[src/rtl/ps2_host_tx.sv]
// PS/2 host-to-device command transmitter with clock filter,
// request-to-send inhibit, acknowledge capture and edge timeout.
module ps2_host_tx #(
    parameter int INHIBIT_CYCLES = 10000,
    parameter int TIMEOUT_CYCLES = 2000000
) (
    input  logic       clk,
    input  logic       reset,
    input  logic [7:0] din,
    input  logic       wr_ps2,
    input  logic       ps2c_in,
    input  logic       ps2d_in,
    output logic       ps2c_oe,
    output logic       ps2d_oe,
    output logic       tx_idle,
    output logic       tx_done_tick,
    output logic       tx_err_tick,
    output logic       ack
);

    localparam logic [2:0] S_IDLE  = 3'd0;
    localparam logic [2:0] S_RTS   = 3'd1;
    localparam logic [2:0] S_START = 3'd2;
    localparam logic [2:0] S_DATA  = 3'd3;
    localparam logic [2:0] S_ACKW  = 3'd4;
    localparam logic [2:0] S_FIN   = 3'd5;

    localparam logic [20:0] INH_LAST = 21'(INHIBIT_CYCLES - 1);
    localparam logic [20:0] TO_LAST  = 21'(TIMEOUT_CYCLES - 1);

    logic [1:0]  c_sync;
    logic [1:0]  d_sync;
    logic [7:0]  c_filt;
    logic        c_f;
    logic        fall_tick;
    logic [2:0]  state;
    logic [9:0]  frame;
    logic [3:0]  bit_cnt;
    logic [20:0] cnt;
    logic        ack_q;
    logic        done_q;
    logic        active;
    logic        timeout;

    always_ff @(posedge clk or negedge reset) begin
        if (!reset) begin
            c_sync <= 2'b11;
            d_sync <= 2'b11;
            c_filt <= 8'hFF;
            c_f    <= 1'b1;
        end else begin
            c_sync <= {c_sync[0], ps2c_in};
            d_sync <= {d_sync[0], ps2d_in};
            c_filt <= {c_sync[1], c_filt[7:1]};
            if (c_filt == 8'h00)
                c_f <= 1'b0;
            else if (c_filt == 8'hFF)
                c_f <= 1'b1;
        end
    end

    assign fall_tick = c_f & (c_filt == 8'h00);

    assign active  = (state == S_DATA) | (state == S_ACKW) |
                     (state == S_FIN);
    assign timeout = active & ~fall_tick & (cnt == TO_LAST);

    always_ff @(posedge clk or negedge reset) begin
        if (!reset) begin
            state   <= S_IDLE;
            frame   <= 10'h3FF;
            bit_cnt <= 4'd0;
            cnt     <= 21'd0;
            ack_q   <= 1'b0;
            done_q  <= 1'b0;
        end else begin
            done_q <= 1'b0;
            case (state)
                S_IDLE: begin
                    if (wr_ps2) begin
                        frame <= {1'b1, ~^din, din};
                        cnt   <= 21'd0;
                        state <= S_RTS;
                    end
                end
                S_RTS: begin
                    if (cnt == INH_LAST)
                        state <= S_START;
                    else
                        cnt <= cnt + 21'd1;
                end
                S_START: begin
                    bit_cnt <= 4'd0;
                    cnt     <= 21'd0;
                    state   <= S_DATA;
                end
                S_DATA: begin
                    if (fall_tick) begin
                        cnt <= 21'd0;
                        // first edge only ends the start bit; shift on the rest
                        if (bit_cnt != 4'd0)
                            frame <= {1'b1, frame[9:1]};
                        if (bit_cnt != 4'd15)
                            bit_cnt <= bit_cnt + 4'd1;
                        if (bit_cnt == 4'd9)
                            state <= S_ACKW;
                    end else if (timeout) begin
                        ack_q <= 1'b0;
                        state <= S_IDLE;
                    end else begin
                        cnt <= cnt + 21'd1;
                    end
                end
                S_ACKW: begin
                    if (fall_tick) begin
                        ack_q <= ~d_sync[1];
                        cnt   <= 21'd0;
                        state <= S_FIN;
                    end else if (timeout) begin
                        ack_q <= 1'b0;
                        state <= S_IDLE;
                    end else begin
                        cnt <= cnt + 21'd1;
                    end
                end
                S_FIN: begin
                    if (c_f && d_sync[1]) begin
                        done_q <= 1'b1;
                        state  <= S_IDLE;
                    end else if (timeout) begin
                        ack_q <= 1'b0;
                        state <= S_IDLE;
                    end else begin
                        cnt <= cnt + 21'd1;
                    end
                end
                default: state <= S_IDLE;
            endcase
        end
    end

    always_comb begin
        ps2c_oe      = (state == S_RTS) | (state == S_START);
        ps2d_oe      = (state == S_START) |
                       ((state == S_DATA) &
                        ((bit_cnt == 4'd0) | ~frame[0]));
        tx_idle      = (state == S_IDLE);
        tx_done_tick = done_q;
        tx_err_tick  = timeout;
        ack          = ack_q;
    end

endmodule

[config.mk]
export PLATFORM = sky130hd
export DESIGN_NAME = ps2_host_tx
export DESIGN_NICKNAME = d
export VERILOG_FILES = /design/src/rtl/ps2_host_tx.sv
export SDC_FILE = /design/constraint.sdc
export NUM_CORES = 1
export LEC_CHECK = 0
export ABC_AREA = 1
export BUFFER_PORTS_ARGS = -buffer_cell sky130_fd_sc_hd__buf_2
export CAP_MARGIN = 0
export CORE_MARGIN = 2
export CORE_UTILIZATION = 40
export CTS_CLUSTER_SIZE = 10
export DETAILED_ROUTE_END_ITERATION = 8
export SLEW_MARGIN = 20
export SYNTH_ARGS = -nofsm -noshare
export SYNTH_HDL_FRONTEND = slang
export SYNTH_SLANG_ARGS = --single-unit
[constraint.sdc]
create_clock -name clk -period 1.64 [get_ports clk]
set_input_delay 0.164 -clock clk [delete_from_list [all_inputs] [get_ports clk]]
set_output_delay 0.164 -clock clk [all_outputs]
set_load 0.02 [all_outputs]
==> results.json <==
{
  "outcome": "complete, but fails checks",
  "violations": "negative setup slack",
  "htree_num_levels": 2,
  "core-area_um2": 7687,
  "antenna_found_initial": 0,
  "clk_path_buf_depth": 2,
  "hold_path.class": "in -> reg",
  "whs_ns": 0.09882,
  "netSwitchingFraction_pct": 40.11,
  "ioPinCount": 19,
  "synth-edff-count": 0,
  "rr_worst_depth": 12,
  "grt_pass1_wl_mm": 14.17,
  "layout_common_cells": "110 x nand2_1, 59 x buf_4, 41 x inv_1",
  "wl_met2_mm": 4.021,
  "setup_slack_ns": -0.1457,
  "power_frac_comb_pct": 44.7,
  "finalHoldViolations": 0,
  "p_per_area_nw_per_um2": 1027,
  "rows": 32,
  "critPathLaunchType": "register",
  "finalMaxSlewViolations": 0,
  "drive_gt1_share_pct": 40.57,
  "synthFlopType": "dfrtp_1",
  "relSlewSlack_pct": 80.79,
  "ant_nets": 0,
  "grt_pass1_vias": 2981,
  "syn_nets": 449,
  "whs_path_depth": 3,
  "switching_power_mw": 1.816,
  "cts_root_buf": "clkbuf_8",
  "period_share_pct": 108.9,
  "dr.first_iter.drc_count": 169,
  "wl_per_cell_um": 13.91,
  "fp.dieH_um": 92.70,
  "met3_length_um": 343,
  "clk_latency_ns": 0.31,
  "drc": 0,
  "maxCapViolations": 0,
  "final_util_pct": 57.36,
  "synth_top_area_cell": "dfrtp_1",
  "nNetsFinal": 541,
  "p_int_mw": 2.712,
  "avgSynthCellArea_um2": 7.284,
  "final_common_cell": "nand2_1",
  "gp_congestion": 0.9584,
  "avgViaCountPerCell": 4.970,
  "tns_ns": -1.331,
  "seq_power_share_pct": 36.8,
  "peakVddDrop_mv": 0.6468,
  "period_minus_slack_ns": 1.786,
  "routed.top_layer": "met4",
  "synth_area_um2": 3147,
  "tightest_slew_ns": 0.2882,
  "diodes": 0,
  "die_area_um2": 8592,
  "clock_power_share_pct": 18.5,
  "ys_warn_count": 0,
  "finalClockSkew_ns": 0.01898,
  "power.leakage_nw": 2.119,
  "clkTransAtPathRegs_ns": 0.09,
  "start_util_pct": 40.93,
  "die_width_um": 92.70,
  "path_max_fanout": 6,
  "ys_seq_elements": 52,
  "syn_to_final_growth_pct": 40.12,
  "ys_top_cells_by_area": "dfrtp_1 24%, dfstp_2 18%, nand2_1 15%, nor2_1 6.3%, inv_1 5.8%",
  "rsz0062_at_grt": "yes",
  "synth-seq-area-share_pct": 42.23,
  "syn_inst": 432,
  "cts.sinks": 52,
  "worstPathArrival_ns": 1.99,
  "crit_type": "reg -> reg",
  "synth_top_area_share_pct": 23.86,
  "place_hpwl_mm": 6.333,
  "cts_made_buffers": 5,
  "async_flop_share_pct": 100.0,
  "overflow": 0,
  "firstDrtPassIters": 4,
  "synth_cell_type_count": 33,
  "wl_met1_mm": 4.243,
  "endpoint_kind": "register",
  "portBuffers": 18,
  "finalSetupViolCount": 14,
  "vias": 3116,
  "cts_tree": "built",
  "grt_max_degree": 53,
  "routed_wl_mm": 8.721,
  "required_ns": 1.85,
  "fmax_mhz": 560.0,
  "grt.total_usage_pct": 20.83
}
==> cells in the mapped netlist (4+ instances only) <==
library cell,count
nand2_1,128
nor2_1,53
inv_1,49
nand3_1,33
dfrtp_1,30
o21ai_0,24
dfstp_2,22
nand4_1,14
a21oi_1,9
o211ai_1,7
xnor2_1,6
inv_2,5
nor2_4,5
nor3_1,5
o21ai_1,5
a31oi_1,4
ha_1,4
nand2_2,4
xor2_1,4
==> logic make-up (layout without fill, tap and decap cells) <==
logic type,Yosys count,after routing,synth area share (%)
simple gates,255,255,36.42
compound gates,52,52,9.304
fa+ha+maj,4,4,1.591
flops,52,52,42.23
xor+xnor,10,10,2.783
buf+inv,59,152,7.674
==> state kept, by name, summed over array words and instances (netlist names) <==
signal / count
c_sync: 2
d_sync: 2
c_f: 1
frame: 9
cnt: 21
state: 3
bit_cnt: 4
ack: 1
c_filt: 8
tx_done_tick: 1
==> routing by layer <==
| layer | global-route usage (%) | vias to the layer above |
|---|---|---|
| li1 | - | 1574 |
| met1 | 31.13 | 1479 |
| met2 | 32.54 | 55 |
| met3 | 2.360 | 8 |
| met4 | 4.779 | 0 |
| met5 | 0 | - |
==> critical path, cell delays in order (launching register included) <==
cell and delay [ns]:
dfrtp_1 0.42, ha_4 0.19, nand2_4 0.07, nor2_4 0.04, nand2_2 0.07, nand3b_1 0.17, nor2_4 0.06, buf_4 0.13
buf_6 0.11, nor2_4 0.20, inv_2 0.10, nand2_1 0.08, nand2_1 0.05
==> power groups by stage <==
| stage | clock network (mW) | registers (mW) | logic, mW |
|---|---|---|---|
| after global placement | 0 | 1.65 | 1.64 |
| after global routing | 0.904 | 1.68 | 2.23 |
| after floorplan | 0 | 1.66 | 1.08 |
| after detailed placement | 0 | 1.66 | 1.67 |
| after CTS | 0.854 | 1.64 | 1.78 |
| final | 0.836 | 1.67 | 2.03 |
==> area by class of cell <==
| cell class | instances | area (µm²) |
|---|---|---|
| repair buffers | 90 | 706.9 |
| inverters | 54 | 210.2 |
| clock buffers | 8 | 101.3 |
| flip-flops and latches | 52 | 1336 |
| fillers | 733 | 3278 |
| well taps | 102 | 127.6 |
| multi-input cells | 321 | 1927 |
==> path summary, 6_finish.rpt <==
path                            slack [ns]         to  startpoint
worst min register to register        0.36  d_sync[1]   d_sync[0]
max in group asynchronous             0.97  c_sync[0]       reset
worst max register to register       -0.15     cnt[1]      cnt[0]
worst max-delay path                 -0.15     cnt[1]      cnt[0]
worst min-delay path                   0.1   frame[0]      din[0]
min in group asynchronous             0.34    cnt[14]       reset
==> per-stage QoR <==
stage          setup slack, ns  power [mW]  cells  cell area (µm²)
2_1_floorplan       0.00002598       2.741    432             3154
3_3_place_gp          -0.09772       3.288    601             3751
3_5_place_dp           -0.1017       3.329    601             3751
4_1_cts                -0.1789       4.276    618             4074
5_1_grt                -0.2428       4.817    627             4409
6_report               -0.1457       4.528    627             4409
==> repair_timing <==
action | in CTS | in global routing
resized for setup | 41 | 78
setup endpoints to repair | 26 | 37
endpoints found under the hold margin | 32 | 0
hold buffers | 3 | 0
pin swaps | 22 | 28
buffers inserted | 8 | 9
Power figures use the tool's default switching activity.
